==> config.mk <==
export PLATFORM = sky130hd
export DESIGN_NAME = uart_rx_flat
export DESIGN_NICKNAME = d
export VERILOG_FILES = /design/src/rtl/uart_pkg.sv /design/src/rtl/uart_rx_if.sv /design/src/rtl/uart_rx_sampler.sv /design/src/rtl/uart_rx.sv /design/src/flat_wrapper.sv
export SDC_FILE = /design/constraint.sdc
export NUM_CORES = 1
export LEC_CHECK = 0
export BUFFER_PORTS_ARGS = -buffer_cell sky130_fd_sc_hd__buf_2
export CAP_MARGIN = 20
export CORE_MARGIN = 2
export CORE_UTILIZATION = 50
export DETAILED_ROUTE_END_ITERATION = 7
export PLACE_DENSITY = 0.66
export SETUP_SLACK_MARGIN = 0.02
export SLEW_MARGIN = 40
export SYNTH_ARGS = -nofsm -noshare
export SYNTH_HDL_FRONTEND = slang
export SYNTH_HIERARCHICAL = 1
export SYNTH_SLANG_ARGS = --single-unit
==> constraint.sdc <==
create_clock -name CLK -period 4.25 [get_ports CLK]
set_clock_uncertainty 0.2 [all_clocks]
set_input_delay 1.0625 -clock CLK [delete_from_list [all_inputs] [get_ports CLK]]
set_output_delay 1.0625 -clock CLK [all_outputs]
set_load 0.01 [all_outputs]
==> src/rtl/uart_pkg.sv <==
// Shared types and constants for the UART receive path.
package uart_pkg;
  typedef enum logic [2:0] {IDLE, START, DATA, PARITY, STOP} rx_state_t;

  localparam int PRESC_8        = 8;
  localparam int PRESC_16       = 16;
  localparam int PRESC_32       = 32;
  localparam int DEF_DATA_WIDTH = 8;

  // Unsupported oversampling ratios fall back to x8.
  function automatic int presc_norm(input int p);
    return (p == PRESC_16 || p == PRESC_32) ? p : PRESC_8;
  endfunction
endpackage

==> src/rtl/uart_rx_if.sv <==
// Serial line, frame configuration and received-data signals of the UART receiver.
interface uart_rx_if #(
  parameter int DATA_WIDTH = 8,
  parameter int PRESCALE_W = 6
);
  logic                  RX_IN;
  logic [PRESCALE_W-1:0] PRESCALE;
  logic                  PAR_EN;
  logic                  PAR_TYP;
  logic [DATA_WIDTH-1:0] P_DATA;
  logic                  DATA_VALID;
  logic                  PAR_ERR;
  logic                  STP_ERR;
  logic                  BUSY;

  modport master (output RX_IN, PRESCALE, PAR_EN, PAR_TYP,
                  input  P_DATA, DATA_VALID, PAR_ERR, STP_ERR, BUSY);
  modport slave  (input  RX_IN, PRESCALE, PAR_EN, PAR_TYP,
                  output P_DATA, DATA_VALID, PAR_ERR, STP_ERR, BUSY);
endinterface

==> src/rtl/uart_rx_sampler.sv <==
// Per-bit oversampling counter with a three-sample majority vote around mid-bit.
module uart_rx_sampler #(
  parameter int PRESCALE_W = 6
) (
  input  logic                  CLK,
  input  logic                  RST,
  input  logic                  rx,
  input  logic                  run,
  input  logic                  clr,
  input  logic [PRESCALE_W-1:0] presc,
  output logic                  sampled_bit,
  output logic                  sample_valid,
  output logic                  bit_end
);
  localparam logic [PRESCALE_W-1:0] ONE = PRESCALE_W'(1);
  localparam logic [PRESCALE_W-1:0] TWO = PRESCALE_W'(2);

  logic [PRESCALE_W-1:0] edge_cnt;
  logic [PRESCALE_W-1:0] half;
  logic [2:0]            samp;

  assign half         = presc >> 1;
  assign bit_end      = (edge_cnt == presc - ONE);
  assign sample_valid = (edge_cnt >= half + TWO);
  assign sampled_bit  = (samp[0] & samp[1]) | (samp[0] & samp[2]) | (samp[1] & samp[2]);

  always_ff @(posedge CLK or negedge RST) begin
    if (!RST) begin
      edge_cnt <= '0;
      samp     <= '0;
    end else begin
      if (clr)      edge_cnt <= '0;
      else if (run) edge_cnt <= bit_end ? '0 : edge_cnt + ONE;
      if (run) begin
        if (edge_cnt == half - ONE) samp[0] <= rx;
        if (edge_cnt == half)       samp[1] <= rx;
        if (edge_cnt == half + ONE) samp[2] <= rx;
      end
    end
  end
endmodule

==> src/rtl/uart_rx.sv <==
// UART receiver: frame FSM, LSB-first deserialiser, parity and stop checks.
module uart_rx
  import uart_pkg::*;
#(
  parameter int DATA_WIDTH = DEF_DATA_WIDTH,
  parameter int PRESCALE_W = 6
) (
  input  logic     CLK,
  input  logic     RST,
  uart_rx_if.slave bus
);
  localparam int                BW   = (DATA_WIDTH > 1) ? $clog2(DATA_WIDTH) : 1;
  localparam logic [BW-1:0]     LAST = BW'(DATA_WIDTH - 1);
  localparam logic [BW-1:0]     BONE = BW'(1);

  rx_state_t             state;
  logic [PRESCALE_W-1:0] presc_q;
  logic                  par_en_q, par_typ_q, par_fail;
  logic [BW-1:0]         bit_cnt;
  logic [DATA_WIDTH-1:0] sr;
  logic                  sampled_bit, sample_valid, bit_end;
  logic                  run, glitch;

  // The detection cycle in IDLE already counts as edge 0 of the start bit.
  assign run    = (state != IDLE) || !bus.RX_IN;
  assign glitch = (state == START) && sample_valid && sampled_bit;

  uart_rx_sampler #(.PRESCALE_W(PRESCALE_W)) u_sampler (
    .CLK          (CLK),
    .RST          (RST),
    .rx           (bus.RX_IN),
    .run          (run),
    .clr          (glitch),
    .presc        (presc_q),
    .sampled_bit  (sampled_bit),
    .sample_valid (sample_valid),
    .bit_end      (bit_end)
  );

  always_ff @(posedge CLK or negedge RST) begin
    if (!RST) begin
      state          <= IDLE;
      presc_q        <= PRESCALE_W'(PRESC_8);
      par_en_q       <= 1'b0;
      par_typ_q      <= 1'b0;
      par_fail       <= 1'b0;
      bit_cnt        <= '0;
      sr             <= '0;
      bus.P_DATA     <= '0;
      bus.DATA_VALID <= 1'b0;
      bus.PAR_ERR    <= 1'b0;
      bus.STP_ERR    <= 1'b0;
      bus.BUSY       <= 1'b0;
    end else begin
      bus.DATA_VALID <= 1'b0;
      case (state)
        IDLE: if (!bus.RX_IN) begin
          state       <= START;
          bus.BUSY    <= 1'b1;
          presc_q     <= PRESCALE_W'(presc_norm(int'(bus.PRESCALE)));
          par_en_q    <= bus.PAR_EN;
          par_typ_q   <= bus.PAR_TYP;
          par_fail    <= 1'b0;
          bit_cnt     <= '0;
          bus.PAR_ERR <= 1'b0;
          bus.STP_ERR <= 1'b0;
        end
        START: begin
          if (glitch) begin
            state    <= IDLE;
            bus.BUSY <= 1'b0;
          end else if (bit_end) state <= DATA;
        end
        DATA: if (bit_end) begin
          sr <= {sampled_bit, sr[DATA_WIDTH-1:1]};
          if (bit_cnt == LAST) state <= par_en_q ? PARITY : STOP;
          else                 bit_cnt <= bit_cnt + BONE;
        end
        PARITY: if (bit_end) begin
          par_fail <= (sampled_bit != (^sr ^ par_typ_q));
          state    <= STOP;
        end
        STOP: if (bit_end) begin
          bus.PAR_ERR <= par_fail;
          bus.STP_ERR <= !sampled_bit;
          if (!par_fail && sampled_bit) begin
            bus.P_DATA     <= sr;
            bus.DATA_VALID <= 1'b1;
          end
          state    <= IDLE;
          bus.BUSY <= 1'b0;
        end
        default: state <= IDLE;
      endcase
    end
  end
endmodule

==> src/flat_wrapper.sv <==
// flat-port wrapper written by rule: the top's interface ports become plain ports
module uart_rx_flat import uart_pkg::*;
#(
  parameter int DATA_WIDTH = DEF_DATA_WIDTH,
  parameter int PRESCALE_W = 6
)
  (CLK, RST, bus_RX_IN, bus_PRESCALE, bus_PAR_EN, bus_PAR_TYP, bus_P_DATA, bus_DATA_VALID, bus_PAR_ERR, bus_STP_ERR, bus_BUSY);
  uart_rx_if #(.DATA_WIDTH(DATA_WIDTH), .PRESCALE_W(PRESCALE_W)) bus_i ();
  input  logic CLK;
  input  logic RST;
  input wire logic [$bits(bus_i.RX_IN)-1:0] bus_RX_IN;
  input wire logic [$bits(bus_i.PRESCALE)-1:0] bus_PRESCALE;
  input wire logic [$bits(bus_i.PAR_EN)-1:0] bus_PAR_EN;
  input wire logic [$bits(bus_i.PAR_TYP)-1:0] bus_PAR_TYP;
  output wire logic [$bits(bus_i.P_DATA)-1:0] bus_P_DATA;
  output wire logic [$bits(bus_i.DATA_VALID)-1:0] bus_DATA_VALID;
  output wire logic [$bits(bus_i.PAR_ERR)-1:0] bus_PAR_ERR;
  output wire logic [$bits(bus_i.STP_ERR)-1:0] bus_STP_ERR;
  output wire logic [$bits(bus_i.BUSY)-1:0] bus_BUSY;
  assign bus_i.RX_IN = bus_RX_IN;
  assign bus_i.PRESCALE = bus_PRESCALE;
  assign bus_i.PAR_EN = bus_PAR_EN;
  assign bus_i.PAR_TYP = bus_PAR_TYP;
  assign bus_P_DATA = bus_i.P_DATA;
  assign bus_DATA_VALID = bus_i.DATA_VALID;
  assign bus_PAR_ERR = bus_i.PAR_ERR;
  assign bus_STP_ERR = bus_i.STP_ERR;
  assign bus_BUSY = bus_i.BUSY;
  uart_rx #(.DATA_WIDTH(DATA_WIDTH), .PRESCALE_W(PRESCALE_W)) u_core (.CLK(CLK), .RST(RST), .bus(bus_i));
endmodule
==> impl_metrics.ini <==
[timing]
worst-slew-pin-transition_ns = 0.685
finalMaxSlewViolations = 0
finalCriticalPeriod_ns = 3.07
setup_viol_count_final = 0
fmax_mhz = 326
post-route-period-util_pct = 72.3
hold_viol_final = 0
finalSetupTns_ns = 0
grt_setup_unrepaired = false
setup_ws_ns = 1.18
maxSlewHeadroom_pct = 54.0

[place]
gp_congestion = 0.851
io_buffers = 22
dpl.hpwl_mm = 3.89
dp_slack_ns = 1.01
dpl_cell_area_sq_mm = 0.00286

[detailed_routing]
drtIter0Drc = 75
route.detailed.wl_per_inst_um = 15.4
via_count = 1920
drtAntennaViolNets = 0
routed_wl_mm = 5.40
dr.pass1.iters = 4
detail_route.vias_per_cell = 5.49
drc = 0

[logic_synthesis]
yosysMostFrequentCell = dfrtp_1
ys_top_cells_by_count = 43 x dfrtp_1, 18 x mux2_2, 17 x nand2_1
synth_area_leaders = dfrtp_1 40%, mux2_2 7.5%, ha_1 7.4%
synth-warning-count = 6
syn_avg_cell_area_sq_um = 10.4
synthCells = 260
yosysUniqueCellTypes = 53
yosysTopAreaCell = dfrtp_1
synth_async_sr_flop_share_pct = 100
netlist.area_leader.share_pct = 40.0
syn-num-nets = 287
synth-seq-area-share_pct = 40.9
synth_edf_count = 0
yosys_register_bits = 44
syn_area_sq_mm = 0.00269
ys_dominant_reg_cell = dfrtp_1

[floorplanning]
die_w_um = 77.4
initial_core_util_pct = 52.4
num_rows = 26
dieArea_sq_mm = 0.00599
fp.dieH_um = 77.4
coreArea_sq_mm = 0.00514
pin_count = 23

[cells_and_area]
nets = 306
final_cell_area_sq_mm = 0.00298
area_growth_pct = 10.5
nFillCells = 458
drive_gt1_share_pct = 21.4
layout.area.seq_sq_mm = 0.00110
antenna_cells = 0
fin_util_pct = 57.9
multi_input_area_sq_mm = 0.00151

[clocking]
insertion_delay_ns = 0.30
clkSinkCount = 44
post_cts_resize_count = 0
clk_pin_slew_ns = 0.09
cts_inserted_buffers = 5
cts_hold_buf = 0
cts_root_buffer = clkbuf_8
cts_buffer_depth = 2
h-tree-depth = 2
cts_tree = built
postCtsSetupBuffers = 0

[grt]
track_usage_pct = 19.7
grt_pass1_vias = 1960
grt_max_degree = 45
grt_pass1_wl_mm = 9.53
gr-total-overflow = 0
antenna_found_initial = 0

[worst_setup_path]
arrival_ns = 3.06
crit_type = flop to flop
crit_fanout = 9
start_kind = flop
cp.required_ns = 4.24
cp-end-kind = flop

[run_status]
status = finished clean

[pwr]
total_power_w = 0.00153
p_int_w = 0.000940
switching_share_pct = 38.5
leakagePower_nw = 1.39
pwr-share-clk_pct = 21.7
switchingPower_w = 0.000588
power_frac_seq_pct = 41.0
powerDensity_mw_per_mm2 = 513
peakVddDrop_v = 0.000237
pwr-share-comb_pct = 37.2

[hold_path]
hp-class = flop to flop

[run]
drv_cap = 0
## placed cells by master, fill, tap and decap left out, types with 3 or more instances in the layout
| cell type | Yosys | layout |
|---|---|---|
| nor3b_1 | 4 | 3 |
| a21boi_0 | 5 | 5 |
| and3_1 | 4 | 4 |
| nor3_1 | 3 | 3 |
| a31oi_1 | 3 | 3 |
| inv_1 | 12 | 12 |
| nor2_1 | 12 | 12 |
| a22o_1 | 4 | 4 |
| buf_2 | 7 | 21 |
| nor2b_1 | 5 | 5 |
| ha_1 | 16 | 16 |
| a21oi_1 | 9 | 9 |
| o21ai_0 | 11 | 11 |
| o22ai_1 | 3 | 3 |
| mux2_2 | 18 | 18 |
| xnor2_1 | 13 | 13 |
| nand2_1 | 17 | 17 |
| dfrtp_1 | 43 | 43 |
| clkbuf_8 | 0 | 5 |
| nand2b_1 | 5 | 5 |
| nand3_1 | 9 | 9 |
| nor4_1 | 7 | 6 |
| xor2_1 | 12 | 12 |
## critical path, stage by stage (launching register included)
cell and delay [ns]:
dfrtp_1 0.48, inv_1 0.16, ha_1 0.30, a21boi_0 0.25, xnor2_1 0.15, nand3_1 0.14, nor3_1 0.20, buf_4 0.18
nand2_2 0.08, nor3_4 0.43, mux2_2 0.39
## path summary, 6_finish.rpt
kind	start	cells after the start	slack, ns	to
max	u_core/presc_q[2]$_DFFE_PN0P_	10	1.18	u_core/bus.P_DATA[6]$_DFFE_PN0P_
min	u_core/bus.P_DATA[3]$_DFFE_PN0P_	1	0.31	u_core/bus.P_DATA[3]$_DFFE_PN0P_
max reg2reg	u_core/presc_q[2]$_DFFE_PN0P_	10	1.18	u_core/bus.P_DATA[6]$_DFFE_PN0P_
min reg2reg	u_core/bus.P_DATA[3]$_DFFE_PN0P_	1	0.31	u_core/bus.P_DATA[3]$_DFFE_PN0P_
max in group asynchronous	RST	1	2.90	u_core/u_sampler/samp[1]$_DFFE_PN0P_
min in group asynchronous	RST	1	0.55	u_core/state[1]$_DFFE_PN0P_
## cells by family (layout without fill, tap and decap cells)
group / count (synthesis) / after routing / synth area share, %
compound gates: 50 / 50 / 12.3
mux: 21 / 21 / 8.74
simple gates: 78 / 78 / 16.8
flops: 44 / 44 / 40.9
xor+xnor: 27 / 27 / 9.57
fa+ha+maj: 17 / 17 / 7.81
buf+inv: 23 / 43 / 3.86
## registers in the layout, indices dropped and copies added (netlist names), 3 cells and up
register and flops:
u_core/bit_cnt 3, u_core/bus.P_DATA 8, u_core/presc_q 6, u_core/sr 8
u_core/state 3, u_core/u_sampler/edge_cnt 6, u_core/u_sampler/samp 3
## layer usage
metal  GRT usage [%]  wire, um  vias up
met5               0         0        -
met4            7.32        72        0
met3            2.67        93        7
met2            31.3      2550       20
met1            27.6      2690      931
li1                -         -      962
## area by class of cell
class / count / share of cell area, %
well taps: 70 / 2.94
clock inverters: 3 / 1.56
flip-flops and latches: 44 / 37.0
inverters: 12 / 1.51
clock buffers: 5 / 2.31
multi-input cells: 193 / 50.6
repair buffers: 23 / 4.04
## power by group through the flow
| stage | logic (W) | clock network, W | registers (W) |
|---|---|---|---|
| 5_1_grt | 0.000644 | 0.000360 | 0.000642 |
| 2_1_floorplan | 0.000508 | 0 | 0.000557 |
| 6_report | 0.000569 | 0.000332 | 0.000627 |
| 3_5_place_dp | 0.000568 | 0 | 0.000636 |
| 4_1_cts | 0.000568 | 0.000344 | 0.000627 |
| 3_3_place_gp | 0.000555 | 0 | 0.000629 |
## through the flow
stage	std cells	hold WS [ns]
6_report	350	0.306
5_1_grt	350	0.322
4_1_cts	350	0.309
3_5_place_dp	342	0.287
3_3_place_gp	342	0.268
2_1_floorplan	260	0.245
No activity file was read; power rests on OpenSTA's default activity.
